$ cat src/rtl/eth_mac_pkg.sv
// Shared constants and types for the Ethernet MAC datapath (TX framer, later RX checker).
package eth_mac_pkg;

  localparam logic [7:0]  ETH_PREAMBLE    = 8'h55;
  localparam logic [7:0]  ETH_SFD         = 8'hD5;
  localparam logic [31:0] CRC32_INIT      = 32'hFFFFFFFF;
  localparam logic [31:0] CRC32_POLY_REFL = 32'hEDB88320;

  typedef enum logic [2:0] {
    IDLE,
    PREAMBLE,
    DATA,
    PAD,
    FCS,
    DRAIN,
    IFG
  } tx_state_t;

  // FCS is the complemented CRC register, sent least-significant byte first.
  function automatic logic [7:0] fcs_byte(input logic [31:0] crc, input logic [1:0] idx);
    logic [31:0] fcs;
    fcs = ~crc;
    case (idx)
      2'd0:    fcs_byte = fcs[7:0];
      2'd1:    fcs_byte = fcs[15:8];
      2'd2:    fcs_byte = fcs[23:16];
      default: fcs_byte = fcs[31:24];
    endcase
  endfunction

endpackage

$ cat src/rtl/eth_crc32_d8.sv
// Combinational CRC-32 (reflected, poly 0xEDB88320) advance by one byte, LSB first.
// No register inside; the caller owns the CRC state and its init/complement.
module eth_crc32_d8
  import eth_mac_pkg::*;
(
  input  logic [31:0] crc_in,
  input  logic [7:0]  data_in,
  output logic [31:0] crc_out
);

  logic [31:0] crc_work;

  // Shift one data bit at a time through the reflected LFSR.
  always_comb begin
    crc_work = crc_in;
    for (int i = 0; i < 8; i++) begin
      if (crc_work[0] ^ data_in[i]) begin
        crc_work = (crc_work >> 1) ^ CRC32_POLY_REFL;
      end else begin
        crc_work = crc_work >> 1;
      end
    end
    crc_out = crc_work;
  end

endmodule

$ cat src/rtl/eth_mac_tx.sv
// Ethernet MAC transmit framer: preamble/SFD insertion, optional minimum-length
// padding, CRC-32 FCS append and inter-frame gap, driving a byte-wide PHY port
// through a single registered valid/ready output stage.
// Build option: define ETH_TX_PAD_EN to pad short frames up to MIN_FRAME_LEN;
// without it short frames go straight to the FCS.
module eth_mac_tx
  import eth_mac_pkg::*;
#(
  parameter int PREAMBLE_LEN  = 7,
  parameter int MIN_FRAME_LEN = 60,
  parameter int IFG_CYCLES    = 12
) (
  input  logic       phy_tx_clk,
  input  logic       phy_tx_rstn,
  input  logic [7:0] mac_tdata_in,
  input  logic       mac_tvalid_in,
  output logic       mac_tready_out,
  input  logic       mac_tlast_in,
  input  logic       mac_tuser_in,
  output logic [7:0] phy_txd_out,
  output logic       phy_tvalid_out,
  input  logic       phy_tready_in,
  output logic       phy_terr_out
);

  localparam logic [7:0]  PRE_LEN_C  = 8'(PREAMBLE_LEN);
  localparam logic [15:0] MIN_LEN_C  = 16'(MIN_FRAME_LEN);
  localparam logic [7:0]  IFG_LAST_C = 8'(IFG_CYCLES - 1);
`ifdef ETH_TX_PAD_EN
  localparam logic PAD_EN_C = 1'b1;
`else
  localparam logic PAD_EN_C = 1'b0;
`endif

  tx_state_t   state_q, state_d;
  logic [7:0]  cnt_q, cnt_d;            // preamble / FCS / IFG sub-counter
  logic [15:0] byte_cnt_q, byte_cnt_d;  // DATA+PAD bytes sent, saturating
  logic [31:0] crc_q, crc_d;
  logic        err_q, err_d;            // sticky upstream error for this frame
  logic [7:0]  txd_q, txd_d;
  logic        tvalid_q, tvalid_d;
  logic        terr_q, terr_d;

  logic        load;
  logic [7:0]  crc_data;
  logic [31:0] crc_next;
  logic [15:0] byte_cnt_inc;

  // Output stage may take a new byte when empty or when the PHY consumes the current one.
  assign load = !tvalid_q || phy_tready_in;

  assign byte_cnt_inc = (&byte_cnt_q) ? byte_cnt_q : byte_cnt_q + 16'd1;

  // Pad bytes are zeros; otherwise the CRC sees the upstream byte.
  assign crc_data = (state_q == PAD) ? 8'h00 : mac_tdata_in;

  eth_crc32_d8 u_crc (
    .crc_in  (crc_q),
    .data_in (crc_data),
    .crc_out (crc_next)
  );

  assign phy_txd_out    = txd_q;
  assign phy_tvalid_out = tvalid_q;
  assign phy_terr_out   = terr_q;

  // Framer state, counters, CRC and output register.
  always_ff @(posedge phy_tx_clk or negedge phy_tx_rstn) begin
    if (!phy_tx_rstn) begin
      state_q    <= IDLE;
      cnt_q      <= 8'd0;
      byte_cnt_q <= 16'd0;
      crc_q      <= CRC32_INIT;
      err_q      <= 1'b0;
      txd_q      <= 8'h00;
      tvalid_q   <= 1'b0;
      terr_q     <= 1'b0;
    end else begin
      state_q    <= state_d;
      cnt_q      <= cnt_d;
      byte_cnt_q <= byte_cnt_d;
      crc_q      <= crc_d;
      err_q      <= err_d;
      txd_q      <= txd_d;
      tvalid_q   <= tvalid_d;
      terr_q     <= terr_d;
    end
  end

  // Next-state and next-output; everything holds unless the output stage can load.
  always_comb begin
    state_d        = state_q;
    cnt_d          = cnt_q;
    byte_cnt_d     = byte_cnt_q;
    crc_d          = crc_q;
    err_d          = err_q;
    txd_d          = txd_q;
    tvalid_d       = tvalid_q;
    terr_d         = terr_q;
    mac_tready_out = 1'b0;

    case (state_q)
      IDLE: begin
        if (load) begin
          tvalid_d = 1'b0;
          txd_d    = 8'h00;
          terr_d   = 1'b0;
          if (mac_tvalid_in) begin
            txd_d      = ETH_PREAMBLE;
            tvalid_d   = 1'b1;
            cnt_d      = 8'd1;
            byte_cnt_d = 16'd0;
            crc_d      = CRC32_INIT;
            err_d      = 1'b0;
            state_d    = PREAMBLE;
          end
        end
      end

      PREAMBLE: begin
        if (load) begin
          tvalid_d = 1'b1;
          terr_d   = 1'b0;
          if (cnt_q < PRE_LEN_C) begin
            txd_d = ETH_PREAMBLE;
            cnt_d = cnt_q + 8'd1;
          end else begin
            txd_d   = ETH_SFD;
            cnt_d   = 8'd0;
            state_d = DATA;
          end
        end
      end

      DATA: begin
        mac_tready_out = load;
        if (load) begin
          tvalid_d = 1'b1;
          if (mac_tvalid_in) begin
            txd_d      = mac_tdata_in;
            crc_d      = crc_next;
            byte_cnt_d = byte_cnt_inc;
            err_d      = err_q | mac_tuser_in;
            terr_d     = err_q | mac_tuser_in;
            if (mac_tlast_in) begin
              cnt_d   = 8'd0;
              state_d = (PAD_EN_C && (byte_cnt_inc < MIN_LEN_C)) ? PAD : FCS;
            end
          end else begin
            // Upstream underrun: poison the frame with one errored byte, skip the FCS.
            txd_d   = 8'h00;
            terr_d  = 1'b1;
            err_d   = 1'b1;
            state_d = DRAIN;
          end
        end
      end

      PAD: begin
        if (load) begin
          txd_d      = 8'h00;
          tvalid_d   = 1'b1;
          terr_d     = err_q;
          crc_d      = crc_next;
          byte_cnt_d = byte_cnt_inc;
          if (byte_cnt_inc >= MIN_LEN_C) begin
            cnt_d   = 8'd0;
            state_d = FCS;
          end
        end
      end

      FCS: begin
        if (load) begin
          txd_d    = fcs_byte(crc_q, cnt_q[1:0]);
          tvalid_d = 1'b1;
          terr_d   = err_q;
          if (cnt_q == 8'd3) begin
            cnt_d   = 8'd0;
            state_d = IFG;
          end else begin
            cnt_d = cnt_q + 8'd1;
          end
        end
      end

      DRAIN: begin
        // Swallow the rest of the aborted frame. The tlast handshake is taken even
        // while the errored byte is still stalled; IFG then waits for that handshake.
        mac_tready_out = 1'b1;
        if (load) begin
          tvalid_d = 1'b0;
          txd_d    = 8'h00;
          terr_d   = 1'b0;
        end
        if (mac_tvalid_in && mac_tlast_in) begin
          cnt_d   = 8'd0;
          state_d = IFG;
        end
      end

      IFG: begin
        if (load) begin
          tvalid_d = 1'b0;
          txd_d    = 8'h00;
          terr_d   = 1'b0;
          err_d    = 1'b0;
          crc_d    = CRC32_INIT;
          if (cnt_q >= IFG_LAST_C) begin
            cnt_d   = 8'd0;
            state_d = IDLE;
          end else begin
            cnt_d = cnt_q + 8'd1;
          end
        end
      end

      default: begin
        state_d = IDLE;
      end
    endcase
  end

endmodule
$ cat config.mk
export PLATFORM = sky130hd
export DESIGN_NAME = eth_mac_tx
export DESIGN_NICKNAME = d
export VERILOG_FILES = /design/src/rtl/eth_mac_pkg.sv /design/src/rtl/eth_crc32_d8.sv /design/src/rtl/eth_mac_tx.sv
export SDC_FILE = /design/constraint.sdc
export NUM_CORES = 1
export LEC_CHECK = 0
export ABC_AREA = 1
export CAP_MARGIN = 20
export CORE_ASPECT_RATIO = 1.5
export CORE_UTILIZATION = 50
export CTS_CLUSTER_SIZE = 8
export DETAILED_ROUTE_END_ITERATION = 7
export GPL_ROUTABILITY_DRIVEN = 0
export GPL_TIMING_DRIVEN = 0
export PLACE_DENSITY = 0.79
export SLEW_MARGIN = 20
export SYNTH_ARGS = -nofsm -noshare
export SYNTH_HDL_FRONTEND = slang
export SYNTH_SLANG_ARGS = --single-unit
$ cat constraint.sdc
create_clock -name phy_tx_clk -period 2.3 [get_ports phy_tx_clk]
set_input_delay 0.46 -clock phy_tx_clk [delete_from_list [all_inputs] [get_ports phy_tx_clk]]
set_output_delay 0.46 -clock phy_tx_clk [all_outputs]
set_load 0.005 [all_outputs]
==> summary.txt, run 1 <==
Global route
  • Total gr overflow: 0
  • Vias in the first global route: 4974
  • GRT Resource Usage Total: 0.2839
  • Antenna violations before repair: 0
  • Global-route wire length before repair: 24190 µm
  • Largest net degree at the start of global routing: 50

Layout
  • Area of the multi-input gates: 3114 µm²
  • Final #Nets: 837
  • Register area: 1792 µm²
  • Number of inserted diodes: 0
  • Finished Cell Area: 6242 µm²
  • Area Growth Syn to Fin: 15.25%
  • Fill cell count: 956
  • Layout cells sized above 1: 0.1738
  • Utilization after layout: 0.5927

Setup path
  • WP buf/inv: 4
  • CP Capture Type: flop
  • Crit path depth: 9
  • Cell family with most CP delay: buffers and inverters
  • Reg-to-Reg Start: state_q[0]
  • Arr. time, crit path: 2.48 ns
  • Crit-path max cell delay: 0.42 ns
  • Worst R2R End: phy_txd_out[5]
  • R2r setup slk: 0.1 ns
  • Crit Path Max Fanout: 10
  • Slowest CP cell: o21ai_0
  • Worst path cell trace: buf_2 > nor2_2 > inv_2 > nor2_1 > inv_1 > clkbuf_1 > o21ai_0 > nand2_1 > nand2_1
  • CP most frequent cell: nand2_1
  • R2R depth: 9
  • Worst EP required: 2.58 ns
  • WS Path Type: reg2reg
  • Worst setup SP type: flop

Power and ir drop
  • Sequential share of power: 0.244
  • Switching Share: 0.4839
  • Psw: 4.236 mW
  • Clock power share: 0.164
  • PD cells: 1402 nW/µm²
  • Gate power share: 0.592
  • Int Pwr: 4.518 mW
  • Leakage: 3.026 nW
  • VDD IR-drop max: 0.6914 mV

CTS
  • Number of CTS-inserted buffers: 9
  • CTS tree: built
  • Total clock sinks: 70
  • Longest Clk Path Bufs: 2
  • Worst skew pair latency: 0.34 ns
  • H-tree depth: 3
  • Root Buffer: clkbuf_16
  • Clock transition at path regs: 0.06 ns

Floorplan
  • Die X: 86.98 µm
  • Core Area: 10530 µm²
  • Die ar.: 11260 µm²
  • Die Ht: 129.5 µm
  • Rows: 46
  • Starting Density: 0.5143
  • IO Pins: 25

Place
  • Port bufs: 24
  • Post-DP Area: 5862 µm²
  • Place WS: -0.4120 ns
  • Dpl hpwl: 11190 µm

Detailed routing
  • Post-Route WL: 15000 µm
  • Starting DRT DRC Count: 360
  • Drt first pass iters: 6
  • Vias per inst: 5.502
  • WL per Instance: 15.51 µm
  • Residual DRC: 0
  • DR vias: 5320
  • Post-detailed-route count of antenna-violating nets: 0

Synth
  • Syn_area_per_cell: 6.971 µm²
  • Register area share after synthesis: 0.3308
  • Synth Cell Area: 5416 µm²
  • Synth warn: 0
  • Synth top area share: 0.1756
  • Post-synth net total: 796
  • Synth cell types: 52
  • Number of flops mapped to enable cells by yosys: 0
  • Top cells by area, synth: dfrtp_1, nand2_1, dfstp_2
  • Post-synth top flop: dfrtp_1
  • Cells after Synth: 777
  • Commonest cells post-synth: nand2_1, inv_1, nor2_1
  • Dominant cell type by area after synthesis: dfrtp_1
  • Most common cell in the netlist: nand2_1
  • Flops & latches, synth: 70
  • Asr flop ratio synth: 1.000

STA
  • Max Clock Skew: 0.007927 ns
  • Endpoints failing setup: 0
  • Worst slew pin tran: 0.5514 ns
  • Setup TNS: 0 ns
  • Fin worst setup slack: 0.09968 ns
  • Period minus WS final: 2.200 ns
  • RSZ-0062 raised after global routing: false
  • Worst hold slack: 0.009253 ns
  • F_max: 454.5 MHz
  • Final Hold Viols: 0
  • Final Max Tran Viols: 0
  • Slew HR: 0.6324
  • Crit share post-route: 0.9567

Hold path
  • Worst Hold Class: in2async

Flow run
  • Total of max-cap violations: 0

Status
  • Status: finished, final reports clean
## sequential cells by signal (all words and copies together) (netlist names)
name / count
phy_txd_out: 8
cnt_q: 8
err_q: 1
byte_cnt_q: 16
state_q: 3
phy_terr_out: 1
crc_q: 32
phy_tvalid_out: 1
## final cells by class
class                      instances  area share
timing repair buffer              30     0.04831
tap                              144     0.02886
clock inverter                     5    0.009220
multi-input combinational        585      0.4989
inverter                         103     0.06374
buffer                            19     0.02345
clock buffer                      11     0.04049
sequential                        70      0.2870
## metrics by stage
stage               instances  power [mW]
floorplan                 777       5.741
global placement          945       7.029
detailed placement        946       7.114
CTS                       963       8.610
global route              967       9.349
finish                    967       8.755
## cells in the final DEF (no fill, tap or decap), types with 22 or more instances in the layout
cell and n:
o22ai_1 24, dfstp_2 32, inv_1 90, nand2_2 25
nand2_1 227, nor2_1 65, dfrtp_1 38, xor2_1 27
clkdlybuf4s50_1 22, o21ai_0 28, nand3_1 65
## per-layer routing
layer / up-vias / part of all wire / track usage / wire [µm]
met1: 2478 / 0.39 / 0.3179 / 5879
met3: 55 / 0.056 / 0.05414 / 846
met4: 0 / 0.052 / 0.1657 / 785
li1: 2591 / - / - / -
met2: 196 / 0.50 / 0.4970 / 7490
met5: - / 0 / 0 / 0
## worst max-delay path by stage
stage / startpoint / endpoint
CTS: byte_cnt_q[0] / cnt_q[7]
global route: state_q[0] / phy_txd_out[5]
floorplan: byte_cnt_q[0] / cnt_q[0]
finish: state_q[0] / phy_txd_out[5]
detailed placement: phy_tready_in / phy_txd_out[2]
global placement: phy_tx_rstn / phy_txd_out[2]
## logic make-up (layout without fill, tap and decap cells)
kind of cell	count (synthesis)	count (layout)	share of synthesized area
flip-flops	70	70	0.3308
AND/OR/NAND/NOR	441	441	0.3751
XOR/XNOR	38	38	0.06976
adder cells (fa/ha/maj)	5	5	0.01155
AO/OA/AOI/OAI	101	101	0.1132
buffers and inverters	122	168	0.09956
## repair_timing
action	CTS	global route
setup endpoints to repair	6	19
setup buffers	1	4
pin swaps	1	4
resized for setup	3	9
hold buffers	0	0
## power by group through the flow
stage	registers (mW)	clock network, mW	logic, mW
after global placement	2.14	0	4.89
final	2.13	1.44	5.18
after detailed placement	2.13	0	4.98
after CTS	2.12	1.46	5.03
after floorplan	2.05	0	3.69
after global routing	2.17	1.51	5.66
Note: power is estimated with default switching activity, not from simulation.
==> run 2: changes to the inputs <==
CAP_MARGIN = 15   (was 20)
CORE_UTILIZATION = 55   (was 50)
PLACE_DENSITY = 0.85   (was 0.79)
==> summary.txt, run 2 (same netlist as run 1, synthesis figures left out) <==
Status
  • Status: finished, final reports clean (unchanged)

Floorplan
  • Die ar.: 10260 µm² (was 11260 µm²)
  • Starting Density: 0.5622 (was 0.5143)
  • Rows: 44 (was 46)
  • Die X: 83.03 µm (was 86.98 µm)
  • Core Area: 9634 µm² (was 10530 µm²)
  • IO Pins: 25 (unchanged)
  • Die Ht: 123.5 µm (was 129.5 µm)

Layout
  • Most frequent cells in the layout: nand2_1, inv_1, nor2_1 (was nand2_1, inv_1, nor2_1, nand3_1, dfrtp_1)
  • Final #Nets: 835 (was 837)
  • Fill cell count: 815 (was 956)
  • Layout cells sized above 1: 0.1644 (was 0.1738)
  • Largest registers: crc_q: 32 flops, byte_cnt_q: 16 flops (unchanged)
  • Commonest non-fill, non-tap cell in the layout: nand2_1 (unchanged)
  • Number of inserted diodes: 0 (unchanged)
  • Area Growth Syn to Fin: 13.77% (was 15.25%)
  • Max reg flops: 32 (unchanged)
  • Non-filler instance count after layout: 936 (was 967)
  • Reg with most FFs: crc_q (unchanged)

STA
  • Worst hold slack: 0.02251 ns (was 0.009253 ns)
  • Final Hold Viols: 0 (unchanged)
  • RSZ-0062 raised after global routing: true (was false)
  • Crit share post-route: 0.9776 (was 0.9567)
  • Period minus WS final: 2.248 ns (was 2.200 ns)
  • F_max: 444.8 MHz (was 454.5 MHz)
  • Max Clock Skew: 0.006074 ns (was 0.007927 ns)
  • Final Max Tran Viols: 0 (unchanged)
  • Slew HR: 0.6049 (was 0.6324)
  • Worst slew pin tran: 0.5926 ns (was 0.5514 ns)
  • Endpoints failing setup: 0 (unchanged)

Detailed routing
  • WL per Instance: 16.33 µm (was 15.51 µm)
  • DR vias: 5450 (was 5320)
  • Residual DRC: 0 (unchanged)
  • Post-detailed-route count of antenna-violating nets: 0 (unchanged)
  • Vias per inst: 5.823 (was 5.502)
  • Starting DRT DRC Count: 447 (was 360)
  • Drt first pass iters: 5 (was 6)
  • Post-Route WL: 15290 µm (was 15000 µm)

Global route
  • Antenna violations before repair: 0 (unchanged)
  • Total gr overflow: 0 (unchanged)
  • Largest net degree at the start of global routing: 46 (was 50)
  • Global-route wire length before repair: 24770 µm (was 24190 µm)
  • Vias in the first global route: 5197 (was 4974)
  • GRT Resource Usage Total: 0.3107 (was 0.2839)

Setup path
  • Arr. time, crit path: 2.54 ns (was 2.48 ns)
  • Crit Path Max Fanout: 10 (unchanged)
  • Worst setup SP type: flop (unchanged)
  • CP Capture Type: flop (unchanged)
  • WS Path Type: reg2reg (unchanged)
  • Worst EP required: 2.59 ns (was 2.58 ns)

Flow run
  • Total of max-cap violations: 0 (unchanged)

Place
  • Dpl hpwl: 11150 µm (was 11190 µm)
  • Port bufs: 24 (unchanged)
  • Placed Cells: 917 (was 946)

Power and ir drop
  • Leakage: 3.001 nW (was 3.026 nW)
  • VDD IR-drop max: 0.8120 mV (was 0.6914 mV)
  • PD cells: 1417 nW/µm² (was 1402 nW/µm²)

CTS
  • Clock transition at path regs: 0.06 ns (about the same)
  • Longest Clk Path Bufs: 2 (unchanged)
  • Root Buffer: clkbuf_16 (unchanged)
  • Total clock sinks: 70 (unchanged)
  • CTS tree: built (unchanged)
  • H-tree depth: 3 (unchanged)
  • Number of CTS-inserted buffers: 9 (unchanged)
  • Worst skew pair latency: 0.35 ns (was 0.34 ns)

Hold path
  • Worst Hold Class: in2async (unchanged)
## run 2: layout make-up
class	instances	area, µm²	share of cell area
clock buffer	12	246.5	0.04000
buffer	19	145.1	0.02355
clock inverter	4	55.05	0.008934
timing repair buffer	28	286.5	0.04650
multi-input combinational	585	3099	0.5029
inverter	103	394.1	0.06396
tap	115	143.9	0.02335
sequential	70	1792	0.2908
## run 2: worst paths after layout
check / startpoint / end / slack [ns] / cells after the start
worst max-delay path: state_q[0] / phy_txd_out[4] / 0.05 / 9
worst min-delay path: phy_tx_rstn / byte_cnt_q[8] / 0.02 / 1
worst max register to register: state_q[0] / phy_txd_out[4] / 0.05 / 9
worst min register to register: phy_txd_out[3] / phy_txd_out[3] / 0.50 / 2
max in group asynchronous: phy_tx_rstn / crc_q[22] / 1.66 / 2
min in group phy_tx_clk: phy_txd_out[3] / phy_txd_out[3] / 0.50 / 2
## run 2: critical path, cell delays in order (launching register included)
cell      delay [ns]
dfrtp_1         0.35
buf_2           0.17
nor2_2          0.16
inv_2           0.05
nor2_1          0.35
inv_1           0.19
clkbuf_1        0.32
o21ai_0         0.41
o22ai_1         0.12
inv_1           0.07
## run 2: through the flow
stage | power, mW | util | setup slack (ns) | TNS, ns | area [µm²]
after floorplan | 5.741 | - | 0.4444 | 0 | 5416
after global placement | 7.006 | 0.6021 | -1.687 | -96.05 | 5801
after detailed placement | 7.104 | 0.6047 | -0.3697 | -5.293 | 5826
after CTS | 8.579 | 0.6366 | 0.01393 | 0 | 6133
after global routing | 9.311 | 0.6396 | -0.003832 | -0.003832 | 6162
final | 8.735 | 0.6396 | 0.05162 | 0 | 6162
## run 2: layer usage
metal | global-route usage | routed length (µm)
met3 | 0.05007 | 1051
met4 | 0.2328 | 985
met1 | 0.3485 | 5773
met5 | 0 | 0
met2 | 0.5338 | 7477
## run 2: power breakdown
part           leakage, nW  total [mW]  switching [mW]  internal, mW
sequential           0.843        2.13           0.342          1.79
combinational         2.01        5.16            3.37          1.79
clock                0.143        1.44           0.566         0.876
total                 3.00        8.73            4.28          4.45
## run 2: repair_timing
item | in CTS | in global routing
buffers inserted | 1 | 2
pin swaps | 1 | 3
resized for setup | 2 | 4
endpoints found under the setup margin | 5 | 30
hold buffers | 0 | 0
==> run 3: changes to the inputs <==
CORE_UTILIZATION = 45   (was 55)
PLACE_DENSITY = 0.73   (was 0.85)
==> summary.txt, run 3 (same netlist as run 1, synthesis figures left out) <==
Status
  • Status: finished, final reports clean (unchanged)

Setup path
  • Crit Path Max Fanout: 10 (unchanged)
  • WP buf/inv: 7 (was 5)
  • CP Launch Point: state_q[1] (was state_q[0])
  • Cell family with most CP delay: buffers and inverters (unchanged)
  • Reg-to-Reg Start: state_q[1] (was state_q[0])
  • Slowest CP cell: dfrtp_2 (was o21ai_0)
  • CP Capture Type: flop (unchanged)
  • Worst setup SP type: flop (unchanged)
  • Crit-path max cell delay: 0.46 ns (was 0.41 ns)
  • Worst setup endpoint: byte_cnt_q[3] (was phy_txd_out[4])
  • Worst EP required: 2.57 ns (was 2.59 ns)
  • CP most frequent cell: inv_2 (was inv_1)
  • Crit path depth: 14 (was 9)
  • Arr. time, crit path: 2.41 ns (was 2.54 ns)
  • WS Path Type: reg2reg (unchanged)
  • Worst path cell trace: inv_2 > nor2_4 > inv_2 > nor2_4 > buf_4 > nand2_2 > inv_2 > nor3b_4 > nand2_2 > inv_2 > buf_6 > buf_6 > nand2_1 > o21ai_1 (was buf_2 > nor2_2 > inv_2 > nor2_1 > inv_1 > clkbuf_1 > o21ai_0 > o22ai_1 > inv_1)
  • R2r setup slk: 0.16 ns (was 0.05 ns)
  • R2R depth: 14 (was 9)
  • Worst R2R End: byte_cnt_q[3] (was phy_txd_out[4])

Floorplan
  • Starting Density: 0.4673 (was 0.5622)
  • Die Ht: 136.4 µm (was 123.5 µm)
  • Die X: 91.58 µm (was 83.03 µm)
  • IO Pins: 25 (unchanged)
  • Rows: 48 (was 44)
  • Die ar.: 12490 µm² (was 10260 µm²)
  • Core Area: 11590 µm² (was 9634 µm²)

Detailed routing
  • WL per Instance: 15.78 µm (was 16.33 µm)
  • Drt first pass iters: 6 (was 5)
  • Post-Route WL: 15330 µm (was 15290 µm)
  • Starting DRT DRC Count: 322 (was 447)
  • Post-detailed-route count of antenna-violating nets: 0 (unchanged)
  • Residual DRC: 0 (unchanged)
  • DR vias: 5294 (was 5450)
  • Vias per inst: 5.452 (was 5.823)

Layout
  • Fill cell count: 1111 (was 815)
  • Reg with most FFs: crc_q (unchanged)
  • Final #Nets: 835 (unchanged)
  • Number of inserted diodes: 0 (unchanged)
  • Max reg flops: 32 (unchanged)
  • Area Growth Syn to Fin: 15.38% (was 13.77%)
  • Largest registers: crc_q: 32 flops, byte_cnt_q: 16 flops (unchanged)
  • Most frequent cells in the layout: nand2_1, inv_1, nor2_1, nand3_1, dfrtp_1 (was nand2_1, inv_1, nor2_1)
  • Layout cells sized above 1: 0.1693 (was 0.1644)
  • Commonest non-fill, non-tap cell in the layout: nand2_1 (unchanged)

STA
  • Max Clock Skew: 0.01021 ns (was 0.006074 ns)
  • Worst hold slack: 0.03630 ns (was 0.02251 ns)
  • RSZ-0062 raised after global routing: false (was true)
  • Endpoints failing setup: 0 (unchanged)
  • Worst slew pin tran: 0.5492 ns (was 0.5926 ns)
  • Fin worst setup slack: 0.1607 ns (was 0.05162 ns)
  • F_max: 467.4 MHz (was 444.8 MHz)
  • Slew HR: 0.6339 (was 0.6049)
  • Period minus WS final: 2.139 ns (was 2.248 ns)
  • Final Max Tran Viols: 0 (unchanged)
  • Crit share post-route: 0.9301 (was 0.9776)
  • Final Hold Viols: 0 (unchanged)

Power and ir drop
  • Total Power: 8.820 mW (was 8.735 mW)
  • Leakage: 3.013 nW (was 3.001 nW)
  • PD cells: 1411 nW/µm² (was 1417 nW/µm²)
  • VDD IR-drop max: 0.6404 mV (was 0.8120 mV)

Hold path
  • Worst Hold Class: in2async (unchanged)

CTS
  • CTS tree: built (unchanged)
  • Root Buffer: clkbuf_16 (unchanged)
  • Clock transition at path regs: 0.06 ns (about the same)
  • H-tree depth: 3 (unchanged)
  • Number of CTS-inserted buffers: 9 (unchanged)
  • Worst skew pair latency: 0.35 ns (about the same)
  • Longest Clk Path Bufs: 2 (unchanged)
  • Total clock sinks: 70 (unchanged)

Place
  • Dpl hpwl: 11530 µm (was 11150 µm)
  • Port bufs: 24 (unchanged)
  • Place WS: -0.2641 ns (was -0.3697 ns)

Global route
  • GRT Resource Usage Total: 0.2566 (was 0.3107)
  • Largest net degree at the start of global routing: 45 (was 46)
  • Vias in the first global route: 4915 (was 5197)
  • Antenna violations before repair: 0 (unchanged)
  • Total gr overflow: 0 (unchanged)
  • Global-route wire length before repair: 24450 µm (was 24770 µm)

Flow run
  • Total of max-cap violations: 0 (unchanged)
==> run 3: changes by cell type in the layout (fill, tap and decap cells not counted), sizes merged <==
cell,change
clkinv,+1
clkbuf,-2
bufinv,+1
==> run 3: worst register-to-register path: cells and delay by family, from the launching register on <==
family / cells / cell delay [ns]
simple gates: 6 / 0.73
flops: 1 / 0.46
buf+inv: 7 / 0.80
compound gates: 1 / 0.07
==> run 3: worst min path at each step <==
stage | from | to | slack (ns) | cells past startpoint
detailed placement | phy_tx_rstn | byte_cnt_q[9] | 0.41 | 1
floorplan | phy_tx_rstn | byte_cnt_q[0] | 0.16 | 0
finish | phy_tx_rstn | byte_cnt_q[9] | 0.04 | 1
global placement | crc_q[24] | crc_q[24] | 0.48 | 2
global route | phy_tx_rstn | byte_cnt_q[9] | 0.06 | 1
CTS | phy_tx_rstn | byte_cnt_q[9] | 0.05 | 1
==> run 3: where the power goes <==
| part | switching, mW | internal (mW) |
|---|---|---|
| Clock | 0.600 | 0.959 |
| Sequential | 0.349 | 1.79 |
| Combinational | 3.32 | 1.80 |
==> run 3: repair_timing <==
item,CTS,global route
endpoints found under the setup margin,1,17
hold buffers,0,0
resized for setup,5,8
setup buffers,1,2
pin swaps,1,2
==> run 3: layout make-up <==
type | count | area (µm²) | area share
tap | 150 | 187.7 | 0.03003
timing repair buffer | 28 | 286.5 | 0.04585
sequential | 70 | 1793 | 0.2869
inverter | 103 | 394.1 | 0.06306
clock buffer | 10 | 229.0 | 0.03664
multi-input combinational | 585 | 3118 | 0.4989
clock inverter | 6 | 93.84 | 0.01502
buffer | 19 | 147.6 | 0.02362
==> run 3: metrics by stage <==
step                utilization  instances  instance area, µm²  TNS, ns
finish                   0.5392        971                6250        0
global route             0.5392        971                6250        0
CTS                      0.5355        969                6207        0
detailed placement       0.5064        952                5869   -5.670
global placement         0.5042        951                5844  -101.76
floorplan                     -        777                5416        0
==> run 3: metal layers <==
metal	vias to the layer above	global-route usage	routed length, µm	part of all wire
met1	2474	0.2880	6061	0.40
li1	2596	-	-	-
met5	-	0	0	0
met4	0	0.1393	675	0.044
met3	36	0.03579	702	0.046
met2	188	0.4653	7887	0.51
